[config.mk]
export PLATFORM = sky130hd
export DESIGN_NAME = fb_uart_dump
export DESIGN_NICKNAME = d
export VERILOG_FILES = /design/src/rtl/fb_uart_dump.sv
export SDC_FILE = /design/constraint.sdc
export NUM_CORES = 1
export LEC_CHECK = 0
export ABC_CLOCK_PERIOD_IN_PS = 4200
export BUFFER_PORTS_ARGS = -buffer_cell sky130_fd_sc_hd__buf_2
export CAP_MARGIN = 10
export CORE_MARGIN = 5
export CORE_UTILIZATION = 59
export DETAILED_ROUTE_END_ITERATION = 12
export PLACE_DENSITY = 0.9
export SLEW_MARGIN = 10
export SYNTH_ARGS = -nofsm -noshare
export SYNTH_HDL_FRONTEND = slang
export SYNTH_SLANG_ARGS = --single-unit
export TNS_END_PERCENT = 20
[constraint.sdc]
create_clock -name clk -period 4.2 [get_ports clk]
set_clock_uncertainty 0.1 [all_clocks]
set_input_delay 0.84 -clock clk [delete_from_list [all_inputs] [get_ports clk]]
set_output_delay 0.84 -clock clk [all_outputs]
set_load 0.01 [all_outputs]
[src/rtl/fb_uart_dump.sv]
// Streams the 240x64 LCD framebuffer out through uart_tx, column by column,
// in the same byte order and bit packing the UART receive path loads it with.
// Ports:
//   clk, reset_n        clock, asynchronous active-low reset
//   start, abort        begin a dump (pulse, idle only) / stop it (level)
//   busy, done          dump in progress / 1-cycle pulse after the last byte
//   fb_x, fb_col        framebuffer column address / column data (1-cycle read)
//   tx_data, tx_strobe  byte and load pulse to uart_tx
//   tx_busy             uart_tx is shifting
module fb_uart_dump #(
    parameter int         WIDTH     = 240,
    parameter int         ROWS      = 8,
    parameter bit         SYNC_EN   = 1'b1,
    parameter logic [7:0] SYNC_BYTE = 8'hA5
) (
    input  logic        clk,
    input  logic        reset_n,
    input  logic        start,
    input  logic        abort,
    output logic        busy,
    output logic        done,
    output logic [7:0]  fb_x,
    input  logic [63:0] fb_col,
    output logic [7:0]  tx_data,
    output logic        tx_strobe,
    input  logic        tx_busy
);

    typedef enum logic [2:0] {
        IDLE,
        SYNC,
        FETCH,
        LATCH,
        SEND,
        HOLD
    } state_t;

    localparam logic [7:0] X_LAST = 8'(WIDTH - 1);
    localparam logic [2:0] Y_LAST = 3'(ROWS - 1);

    state_t      state_q, state_d;
    logic [7:0]  x_q, x_d;
    logic [2:0]  y_q, y_d;
    logic [63:0] col_q, col_d;
    logic [7:0]  data_q, data_d;
    logic        strobe_q, strobe_d;
    logic        done_q, done_d;
    logic        busy_q, busy_d;
    // Set while HOLD follows the sync byte rather than a pixel byte.
    logic        sync_hold_q, sync_hold_d;

    logic [7:0]  slice;
    logic [7:0]  rev;

    // The receive path stores rxd[0] at col[8y+7], so the slice goes out
    // bit-reversed to let a dumped image be re-sent unchanged.
    always_comb begin
        slice = col_q[{y_q, 3'b000} +: 8];
        rev   = '0;
        for (int k = 0; k < 8; k++) begin
            rev[k] = slice[7 - k];
        end
    end

    always_comb begin
        state_d     = state_q;
        x_d         = x_q;
        y_d         = y_q;
        col_d       = col_q;
        data_d      = data_q;
        strobe_d    = 1'b0;
        done_d      = 1'b0;
        sync_hold_d = sync_hold_q;

        unique case (state_q)
            IDLE: begin
                if (start) begin
                    x_d     = '0;
                    y_d     = '0;
                    state_d = SYNC_EN ? SYNC : FETCH;
                end
            end
            SYNC: begin
                if (!tx_busy) begin
                    strobe_d    = 1'b1;
                    data_d      = SYNC_BYTE;
                    sync_hold_d = 1'b1;
                    state_d     = HOLD;
                end
            end
            FETCH: begin
                state_d = LATCH;
            end
            LATCH: begin
                col_d   = fb_col;
                y_d     = '0;
                state_d = SEND;
            end
            SEND: begin
                if (!tx_busy) begin
                    strobe_d    = 1'b1;
                    data_d      = rev;
                    sync_hold_d = 1'b0;
                    state_d     = HOLD;
                end
            end
            HOLD: begin
                // tx_busy is not looked at here: uart_tx may not have
                // raised it yet for the byte just loaded.
                if (sync_hold_q) begin
                    sync_hold_d = 1'b0;
                    state_d     = FETCH;
                end else if (y_q != Y_LAST) begin
                    y_d     = y_q + 3'd1;
                    state_d = SEND;
                end else if (x_q != X_LAST) begin
                    x_d     = x_q + 8'd1;
                    state_d = FETCH;
                end else begin
                    x_d     = '0;
                    done_d  = 1'b1;
                    state_d = IDLE;
                end
            end
            default: begin
                state_d = IDLE;
            end
        endcase

        // abort overrides everything, including a start seen in IDLE.
        if (abort) begin
            state_d     = IDLE;
            strobe_d    = 1'b0;
            done_d      = 1'b0;
            data_d      = data_q;
            sync_hold_d = 1'b0;
        end

        busy_d = (state_d != IDLE);
    end

    always_ff @(posedge clk or negedge reset_n) begin
        if (!reset_n) begin
            state_q     <= IDLE;
            x_q         <= '0;
            y_q         <= '0;
            col_q       <= '0;
            data_q      <= '0;
            strobe_q    <= 1'b0;
            done_q      <= 1'b0;
            busy_q      <= 1'b0;
            sync_hold_q <= 1'b0;
        end else begin
            state_q     <= state_d;
            x_q         <= x_d;
            y_q         <= y_d;
            col_q       <= col_d;
            data_q      <= data_d;
            strobe_q    <= strobe_d;
            done_q      <= done_d;
            busy_q      <= busy_d;
            sync_hold_q <= sync_hold_d;
        end
    end

    assign busy      = busy_q;
    assign done      = done_q;
    assign fb_x      = x_q;
    assign tx_data   = data_q;
    assign tx_strobe = strobe_q;

endmodule

# After elaboration in Yosys (flattened, before gate mapping)
# Index checks and enable logic that the tools add are counted.
# word_totals
output_inout_bits,19
in_bits,69
ff_bits,90
# classes
bitwise,1
eq_ne,15
shifts,1
muxes,31
n_addsub,2
n_reduce_logical,11
# ops
op,count
64-bit by 7-bit indexed part select with 8-bit output,1
8-bit two-way mux,6
8-bit case mux with 2 select lines,2
3-bit two-way mux,8
3-bit case mux with 5 select lines,1
2-bit != test (second input constant),6
4-bit AND reduction,3
1-bit two-way mux,11
3-bit != test (second input constant),3
3-bit case mux with 3 select lines,1
8-bit by 1-bit adder with 8-bit output (second input constant),1
8-bit != test (second input constant),1
3-bit by 2-bit equality test with 1-bit output (second input constant),2
3-bit equality test (second input constant),2
3-bit nonzero test,2
2-bit nonzero test,2
4-bit nonzero test,1
3-bit by 1-bit adder with 3-bit output (second input constant),1
3-bit by 1-bit equality test with 1-bit output (second input constant),1
3-bit zero test,1
1-bit case mux with 3 select lines,1
3-bit AND reduction,1
2-bit two-way mux,1
2-bit OR reduction,1
1-bit inverter,1

# Depth between registers and ports, before layout
# depth
ltp_word,7
ltp_mapped,6
depth_no_buf,6

# Worst setup path after synthesis
# No wires, ideal clock.
# synth_timing
kind,input-to-reg
start,input start
end,register y_q[0]
n_path_buf,0
t_arrival_ns,1.718
setup_ns,0.125
path_slack_ns,2.257
t_required_ns,3.975
cell_stages,4
path_cell_list,or3b_2 > a21oi_1 > nor2_1 > mux2_2
# synth_between
elab_chain_cells,2
# synth_rtl
item,line,rtl
start: declaration,18,"input logic start,"
2-bit != test (no line),--,
4-bit AND reduction (no line),--,
end signal: assignment,156,y_q <= y_d;
end: declaration,43,"logic [2:0] y_q, y_d;"
# Every way passes these cells.
# A chain may end at the register's enable or synchronous reset.

# Worst setup path after layout
# layout_timing
start,register state_q[2]
end,register col_q[63]
# layout_between
elab_chain_cells,1
# layout_rtl
item,line,rtl
start: declaration,41,"state_t state_q, state_d;"
start signal: assignment,154,state_q <= state_d;
3-bit by 2-bit equality test with 1-bit output,75,unique case (state_q)
end signal: assignment,157,col_q <= col_d;
end: declaration,44,"logic [63:0] col_q, col_d;"
# Every way passes these cells.

==> out/qor.csv <==
metric,value,unit
tritoncts,built,
n_fill_cell,484,
fin_crit_sh,0.599,
rows,30,
status,"finished, final reports clean",
rsz0062_at_grt,false,
synth.distinct_cells,39,
synth.avg_cell_area,14.3,um^2
final_net_count,447,
grt_use_total,0.210,
syn_area,4130,um^2
clk_path_buf_depth,2,
area_growth,16.8,%
crit_fanout,37,
powerDensity,390,nW/um^2
core_area,6790,um^2
cts_made_buffers,9,
postRouteAntennaNets,0,
seqCellArea,2250,um^2
dieWidth,93.7,um
grt_pass1_wl,14.0,mm
ioPinCount,88,
synth_area_leaders,"dfrtp_1 (54%), mux2_2 (18%), mux4_1 (8.9%), nor2_1 (1.5%), a21oi_1 (1.1%)",
timing.setup.tns,0,ns
port_buffers,87,
ff2ff_setup_slack,1.68,ns
endpoint_kind,register,
htree_levels,3,
critPathArrivalTime,2.67,ns
synthMuxAreaShare,0.282,
clk_latency,0.36,ns
ys_ff_latch,90,
layout_common_cells,"dfrtp_1 (90), buf_2 (86), mux2_2 (66), nor2_1 (17), mux4_1 (14)",
cp.required,4.35,ns
switchingPower,520,uW
setup_viol,0,
routabilityCongestion,0.877,
max_freq,397,MHz
yosysTopAreaCell,dfrtp_1,
critPathLaunch,state_q[2],
multi_input_area,1790,um^2
power_frac_comb,0.151,
max_slew_margin,0.363,
cts_setup_buffers,0,
syn_nets,361,
drt-total-wl,8.60,mm
hold_violations,0,
drt_first_pass_iters,4,
num_antenna_cells,0,
synth_top_family_by_area,multiplexers,
dr.first_iter.drc_count,109,
drive_gt1_frac,0.466,
netlist_instances,289,
maxCapViolCount,0,
synth_compound_area_frac,0.0696,
rr_startpoint,state_q[2],
cts_hold_buf,0,
antenna_found_initial,0,
synth.yosys.warnings,0,
swShare,0.276,
wire_per_inst,18.1,um
worstMarginPinSlew,0.956,ns
synth_simple_gate_area_frac,0.0705,
cts_sinks,90,
clk_pin_slew,0.09,ns
hpwl,6.23,mm
drv_slew,0,
drcViolationCount,0,
synth-adder-area-share,0.00908,
vias,2730,
grt_max_degree,91,
p_int,1360,uW
initial_core_util,0.608,
final_common_cell,dfrtp_1,
post_cts_resize_count,0,
criticalPathCategory,register to register,
dieArea,8780,um^2
root_buffer,clkbuf_8,
synth_xor_area_frac,0,
dp.cells,459,
ff2ff_path_depth,4,
ys_seq_area_frac,0.545,
critPathLaunchType,register,
synth_top_area_share,0.545,
fin_crit,2.52,ns
peakVddDrop,0.234,mV
die_height,93.7,um
power.leakage,0.00222,uW
hp-class,primary input to asynchronous set/reset pin,
seqPwrFrac,0.552,
drt-vias-per-instance,5.74,
grt_pass1_vias,2920,
pwr-share-clk,0.297,
fin_cells,476,
overflow,0,
final cells by class:
cell class,count,area share
multi-input cells,182,0.370
clock inverters,6,0.00985
inverters,3,0.00233
clock buffers,10,0.0285
repair buffers,89,0.0980
well taps,96,0.0249
flip-flops and latches,90,0.467
critical path, cell delays in order, from the launching register on:
cell and delay [ns]:
dfrtp_1 0.56, and2b_1 0.26, nand2_2 0.63, buf_4 0.46
mux2_2 0.38
logic make-up (layout without fill, tap and decap cells):
group                    count (synthesis)  after routing
AO/OA/AOI/OAI                           41             41
multiplexers                            83             83
flip-flops                              90             90
adder cells (fa/ha/maj)                  3              3
AND/OR/NAND/NOR                         55             55
buffers and inverters                   17            108
metal layers:
| layer | routed length, um | track usage |
|---|---|---|
| met4 | 150 | 0.0878 |
| met1 | 3330 | 0.254 |
| met3 | 543 | 0.0545 |
| met5 | 0 | 0 |
| met2 | 4580 | 0.356 |
synth_stat cells:
master	instances
a211oi_4	1
a21o_1	2
a21oi_1	9
a221o_1	4
a22o_1	3
a31oi_1	5
a41oi_1	2
and2b_1	1
and3_1	4
and3b_1	1
and4b_1	1
buf_12	1
buf_2	9
buf_6	1
clkbuf_1	3
dfrtp_1	90
ha_1	3
inv_1	3
mux2_2	66
mux2i_1	1
mux4_1	14
mux4_2	2
nand2_1	9
nand2b_1	3
nand3_1	4
nand3b_1	1
nand3b_2	1
nand4b_1	1
nor2_1	17
nor2b_1	6
nor3_1	3
nor4_1	1
o21a_1	3
o21ai_0	6
o21ai_1	1
o22ai_1	4
o32a_1	1
or3b_1	1
or3b_2	1
final timing paths:
kind	end
setup reg to reg	col_q[63]
hold reg to reg	col_q[44]
setup / recovery	col_q[63]
max in group asynchronous	col_q[19]
min in group clk	col_q[44]
hold / removal	fb_x[0]
power groups by stage:
stage	clock [uW]	combinational [uW]	sequential (uW)
global placement	0	272	1050
global route	605	315	1050
finish	559	285	1040
floorplan	0	169	1040
detailed placement	0	287	1050
CTS	569	287	1040
state kept, by name, summed over array words and instances, names as in the netlist:
register	count
busy	1
tx_data	8
state_q	3
sync_hold_q	1
fb_x	8
tx_strobe	1
y_q	3
done	1
col_q	64
metrics by stage:
step	cell area, um^2	hold WS, ns	setup WS, ns	util	power [uW]
floorplan	4130	0.370	2.26	-	1210
global placement	4610	0.380	1.78	0.679	1320
detailed placement	4610	0.385	1.70	0.679	1340
CTS	4800	0.406	1.67	0.706	1890
global route	4830	0.345	1.56	0.710	1970
finish	4830	0.323	1.68	0.710	1880
Power figures use the tool's default switching activity.
